==> config.mk <==
export PLATFORM = sky130hd
export DESIGN_NAME = anfsqrt_isqrt_param
export DESIGN_NICKNAME = d
export VERILOG_FILES = /design/src/rtl/anfsqrt_isqrt_param.sv
export SDC_FILE = /design/constraint.sdc
export NUM_CORES = 1
export LEC_CHECK = 0
export ABC_AREA = 1
export BUFFER_PORTS_ARGS = -buffer_cell sky130_fd_sc_hd__buf_2
export CAP_MARGIN = 20
export CORE_UTILIZATION = 60
export CTS_CLUSTER_DIAMETER = 100
export DETAILED_ROUTE_END_ITERATION = 10
export PLACE_DENSITY = 0.75
export RECOVER_POWER = 100
export SLEW_MARGIN = 10
export SYNTH_ARGS = -nofsm -noshare
export SYNTH_HDL_FRONTEND = slang
export SYNTH_HIERARCHICAL = 1
export SYNTH_SLANG_ARGS = --single-unit
==> constraint.sdc <==
create_clock -name clk -period 11.9 [get_ports clk]
set_input_delay 1.785 -clock clk [delete_from_list [all_inputs] [get_ports clk]]
set_output_delay 1.785 -clock clk [all_outputs]
set_load 0.005 [all_outputs]
==> src/rtl/anfsqrt_isqrt_param.sv <==
// Iterative integer square root: STEPS root bits per clock via a chain of step units,
// valid/ready on both sides, result registers held until the next completion.

module anfsqrt_isqrt_step #(
  parameter int WIDTH = 16,
  parameter int IW    = 5
) (
  input  logic signed [IW-1:0]      idx_i,
  input  logic        [WIDTH-1:0]   eps_i,
  input  logic        [WIDTH/2-1:0] root_i,
  output logic        [WIDTH-1:0]   eps_o,
  output logic        [WIDTH/2-1:0] root_o
);
  localparam int RW = WIDTH / 2;

  logic [IW-1:0] sh;
  logic [WIDTH:0] delta;

  // A negative index means this unit lies past bit 0 in a partial last cycle.
  always_comb begin
    sh     = idx_i;
    delta  = ((WIDTH+1)'(root_i) << (sh + IW'(1))) + ((WIDTH+1)'(1) << {sh[IW-2:0], 1'b0});
    eps_o  = eps_i;
    root_o = root_i;
    if (!idx_i[IW-1] && (delta <= {1'b0, eps_i})) begin
      eps_o  = eps_i - delta[WIDTH-1:0];
      root_o = root_i | (RW'(1) << sh);
    end
  end
endmodule

module anfsqrt_isqrt_param #(
  parameter int WIDTH = 16,
  parameter int STEPS = 2
) (
  input  logic               clk,
  input  logic               rst,
  input  logic               in_valid,
  output logic               in_ready,
  input  logic [WIDTH-1:0]   radicand,
  output logic               out_valid,
  input  logic               out_ready,
  output logic [WIDTH/2-1:0] root,
  output logic [WIDTH/2:0]   remainder
);
  localparam int RW = WIDTH / 2;
  localparam int IW = $clog2(RW) + 2;
  localparam logic signed [IW-1:0] STEPS_S = IW'(STEPS);
  localparam logic signed [IW-1:0] TOP_BIT = IW'(RW - 1);

  localparam logic [1:0] S_IDLE = 2'd0;
  localparam logic [1:0] S_RUN  = 2'd1;
  localparam logic [1:0] S_DONE = 2'd2;

  if ((WIDTH % 2) != 0 || WIDTH < 4) begin : g_bad_width
    $error("anfsqrt_isqrt_param: WIDTH must be even and >= 4");
  end
  if (STEPS < 1 || STEPS > WIDTH / 2) begin : g_bad_steps
    $error("anfsqrt_isqrt_param: STEPS must be in 1..WIDTH/2");
  end

  logic [1:0]              state_q, state_d;
  logic [WIDTH-1:0]        eps_q, eps_d;
  logic [RW-1:0]           acc_q, acc_d;
  logic signed [IW-1:0]    bit_q, bit_d;
  logic [RW-1:0]           root_q, root_d;
  logic [RW:0]             rem_q, rem_d;
  logic                    ov_q, ov_d;

  logic [WIDTH-1:0]        fin_eps;
  logic [RW-1:0]           fin_root;
  logic                    last;
  logic                    unused_eps;

  for (genvar k = 0; k < STEPS; k++) begin : g_step
    localparam logic signed [IW-1:0] KOFF = IW'(k);
    logic signed [IW-1:0] idx;
    logic [WIDTH-1:0]     eps_in, eps_out;
    logic [RW-1:0]        root_in, root_out;

    assign idx = bit_q - KOFF;
    if (k == 0) begin : g_head
      assign eps_in  = eps_q;
      assign root_in = acc_q;
    end else begin : g_link
      assign eps_in  = g_step[k-1].eps_out;
      assign root_in = g_step[k-1].root_out;
    end

    anfsqrt_isqrt_step #(.WIDTH(WIDTH), .IW(IW)) u_step (
      .idx_i  (idx),
      .eps_i  (eps_in),
      .root_i (root_in),
      .eps_o  (eps_out),
      .root_o (root_out)
    );
  end

  assign fin_eps    = g_step[STEPS-1].eps_out;
  assign fin_root   = g_step[STEPS-1].root_out;
  assign last       = (bit_q < STEPS_S);
  assign unused_eps = ^fin_eps[WIDTH-1:RW+1];

  assign in_ready  = (state_q == S_IDLE) || ((state_q == S_DONE) && out_ready);
  assign out_valid = ov_q;
  assign root      = root_q;
  assign remainder = rem_q;

  always_comb begin
    state_d = state_q;
    eps_d   = eps_q;
    acc_d   = acc_q;
    bit_d   = bit_q;
    root_d  = root_q;
    rem_d   = rem_q;
    ov_d    = ov_q;
    case (state_q)
      S_IDLE: begin
        if (in_valid) begin
          eps_d   = radicand;
          acc_d   = '0;
          bit_d   = TOP_BIT;
          state_d = S_RUN;
        end
      end
      S_RUN: begin
        eps_d = fin_eps;
        acc_d = fin_root;
        bit_d = bit_q - STEPS_S;
        if (last) begin
          root_d  = fin_root;
          rem_d   = fin_eps[RW:0];
          ov_d    = 1'b1;
          state_d = S_DONE;
        end
      end
      S_DONE: begin
        // Transfer and a new accept may share an edge; go straight back to RUN.
        if (out_ready) begin
          ov_d    = 1'b0;
          state_d = S_IDLE;
          if (in_valid) begin
            eps_d   = radicand;
            acc_d   = '0;
            bit_d   = TOP_BIT;
            state_d = S_RUN;
          end
        end
      end
      default: state_d = S_IDLE;
    endcase
  end

  always_ff @(posedge clk) begin
    if (rst) begin
      state_q <= S_IDLE;
      eps_q   <= '0;
      acc_q   <= '0;
      bit_q   <= '0;
      root_q  <= '0;
      rem_q   <= '0;
      ov_q    <= 1'b0;
    end else begin
      state_q <= state_d;
      eps_q   <= eps_d;
      acc_q   <= acc_d;
      bit_q   <= bit_d;
      root_q  <= root_d;
      rem_q   <= rem_d;
      ov_q    <= ov_d;
    end
  end
endmodule
==> flow_metrics.env <==
export IMPL_status="completed"
export IMPL_drive_gt1_share_pct=4.60
export IMPL_post_cts_resized=0
export IMPL_synth_cell_types=42
export IMPL_rsz0062_at_grt="no"
export IMPL_grt_max_degree=45
export IMPL_die_height_um=116
export IMPL_grt_pass1_vias=7846
export IMPL_start_kind="register"
export IMPL_critical_path_class="register to register"
export IMPL_cts_root_buf="clkbuf_16"
export IMPL_synth_xor_area_share_pct=5.36
export IMPL_yosys_warnings=6
export IMPL_drtIter0Drc=603
export IMPL_period_share_pct=86.1
export IMPL_setup_viol=0
export IMPL_place_congestion=0.987
export IMPL_yosys_area_top_type_share_pct=21.2
export IMPL_ir_drop_v=0.000154
export IMPL_fillers=1340
export IMPL_cts_buffers=5
export IMPL_synth_avg_cell_area_um2=5.67
export IMPL_dieWidth_um=116
export IMPL_critPathMaxFanout=25
export IMPL_ctsHoldBuffers=0
export IMPL_vias=8451
export IMPL_hold_class="register to register"
export IMPL_postSynthCellCount=1382
export IMPL_initial_core_util_pct=61.9
export IMPL_antenna_found_initial=0
export IMPL_relSlewSlack_pct=3.99
export IMPL_synth_top_family_by_area="simple AND/OR/NAND/NOR gates"
export IMPL_syn_cell_area_mm2=0.00784
export IMPL_fin_skew_ps=7.07
export IMPL_final_common_cell="nand2_1"
export IMPL_ant_nets=0
export IMPL_finalHoldViolCount=0
export IMPL_synthArstFlopShare_pct=0
export IMPL_clock_path_buffers=2
export IMPL_final_cell_mix="nand2_1, inv_1, nor2_1, nand3_1, ha_1"
export IMPL_endpoint="remainder[2]"
export IMPL_rows=41
export IMPL_firstDrtPassIters=6
export IMPL_design_area_mm2=0.00811
export IMPL_synthToLayoutAreaGrowth_pct=3.37
export IMPL_synth_compound_area_share_pct=11.5
export IMPL_critPathCaptureType="register"
export IMPL_synthSimpleGateAreaFrac_pct=41.6
export IMPL_grt_pass1_wl_um=37100
export IMPL_postPlaceCellArea_mm2=0.00798
export IMPL_htreeDepth=2
export IMPL_die_area_mm2=0.0135
export IMPL_required_ps=12080
export IMPL_max_freq_ghz=0.0976
export IMPL_coreArea_mm2=0.0127
export IMPL_muxShareOfSynthArea_pct=0
export IMPL_drv_cap=0
export IMPL_synthAdderAreaFrac_pct=15.5
export IMPL_synth_edf_count=0
export IMPL_regArea_um2=981
export IMPL_post_cts_setup_buffers=0
export IMPL_tightest_slew_ps=1440
export IMPL_numPortBuffers=38
export IMPL_wl_um=22600
export IMPL_cts_tree="yes"
export IMPL_crit_top_cell="nand2_1"
export IMPL_final_util_pct=64.0
export IMPL_tns_ps=0
export IMPL_reg2reg_depth=54
export IMPL_syn_num_nets=1498
export IMPL_drv_slew=0
export IMPL_reg2reg_from="bit_q[0]"
export IMPL_nets=1506
export IMPL_p_per_area_mw_per_mm2=276
export IMPL_routed_via_density=5.41
export IMPL_clkTransAtPathRegs_ps=70
export IMPL_routedWlPerCell_um=14.5
export IMPL_power_leakage_nw=4.36
export IMPL_dp_hpwl_um=18600
export IMPL_cp_arrival_ps=10430
export IMPL_io_pins=39
export IMPL_grt_usage_pct=34.6
export IMPL_ys_flop_type="dfxtp_1"
export IMPL_netlist_top_cell_by_area="nand2_1"
export IMPL_cts_sink_count=49
export IMPL_synth_seq_area_share_pct=12.5
export IMPL_diodes=0
export IMPL_worstSetupStartpoint="bit_q[0]"
export IMPL_slowest_stage="a21oi_2"
export IMPL_ys_top_cells_by_area="nand2_1, ha_1, dfxtp_1, inv_1, nor2_1"
export IMPL_drc=0
export IMPL_ys_seq_elements=49
export IMPL_r2r_end="remainder[2]"
export IMPL_clock_latency_ps=300
export IMPL_rrSetupSlack_ps=1650
export IMPL_period_minus_slack_ps=10250
export IMPL_slowest_delay_ps=820
export IMPL_grt_overflow_total=0
export IMPL_multi_input_area_mm2=0.00579
## area by class of cell
type | instances | share of cell area [%]
Clock buffer | 6 | 1.71
Clock inverter | 2 | 0.170
Inverter | 209 | 9.71
Multi-Input combinational cell | 1086 | 71.4
Sequential cell | 49 | 12.1
Tap cell | 172 | 2.66
Timing Repair Buffer | 39 | 2.27
## flip-flops by register name, summed over array words and instances (netlist names)
signal,cells
acc_q,8
bit_q,5
eps_q,16
out_valid,1
remainder,9
root,8
state_q,2
## cells in the mapped netlist (2+ instances only)
library cell	count
a21o_1	6
nor4_1	2
o32ai_1	2
xor2_1	34
a21boi_0	7
buf_2	9
nand3_1	117
nand2_4	6
xnor2_1	14
o21a_1	2
nor2_1	164
o21ai_2	2
a21oi_1	60
ha_1	94
nor2_4	4
nand3b_1	9
buf_4	11
fa_1	2
clkbuf_1	7
dfxtp_1	49
clkinv_2	2
nand2_1	443
buf_6	9
o21ai_0	53
o21ai_1	17
inv_2	5
nand2_2	10
a31oi_1	4
o21bai_1	6
nand4_1	11
inv_1	201
nor3_1	10
## worst min path at each step
stage | from | endpoint | slack, ps | cells past startpoint
3_3_place_gp | out_valid | out_valid | 460 | 2
3_5_place_dp | root[5] | root[5] | 470 | 2
5_1_grt | acc_q[5] | acc_q[5] | 520 | 2
2_1_floorplan | acc_q[2] | acc_q[2] | 450 | 2
6_report | out_valid | out_valid | 480 | 2
4_1_cts | out_valid | out_valid | 490 | 2
## through the flow
step	setup WS, ps	power (mW)	hold WS [ps]	std cells
2_1_floorplan	3800	1.64	452	1382
3_3_place_gp	1840	2.03	456	1554
3_5_place_dp	1720	2.03	472	1554
4_1_cts	1650	2.20	485	1562
5_1_grt	441	2.47	518	1563
6_report	1650	2.23	485	1563
## routing by layer
layer | vias up | part of all wire [%] | GRT usage, %
li1 | 4344 | - | -
met1 | 3779 | 47 | 45.8
met2 | 273 | 45 | 58.4
met3 | 55 | 5.0 | 3.68
met4 | 0 | 3.0 | 12.1
met5 | - | 0 | 0
## worst max-delay path, delay by kind of cell, from the launching register on
family / cells / cell delay [ps]
and+or+nand+nor: 29 / 3490
AOI/OAI and AO/OA: 11 / 2980
adders and majority gates: 5 / 1690
buffers and inverters: 8 / 1070
DFF: 1 / 680
xor gates and xnor gates: 1 / 200
## report_power, final
part | switching, mW | total (mW) | internal, mW | leakage, nW
registers | 0.0273 | 0.213 | 0.186 | 0.402
clock network | 0.0697 | 0.154 | 0.0839 | 0.0768
logic | 1.22 | 1.87 | 0.643 | 3.89
total | 1.32 | 2.23 | 0.913 | 4.36
## logic make-up (layout without fill, tap and decap cells)
group / Yosys count / in the layout
and+or+nand+nor: 780 / 780
buffers and inverters: 247 / 256
AOI/OAI and AO/OA: 162 / 162
adders and majority gates: 96 / 96
DFF: 49 / 49
xor gates and xnor gates: 48 / 48
Note: power is estimated with default switching activity, not from simulation.
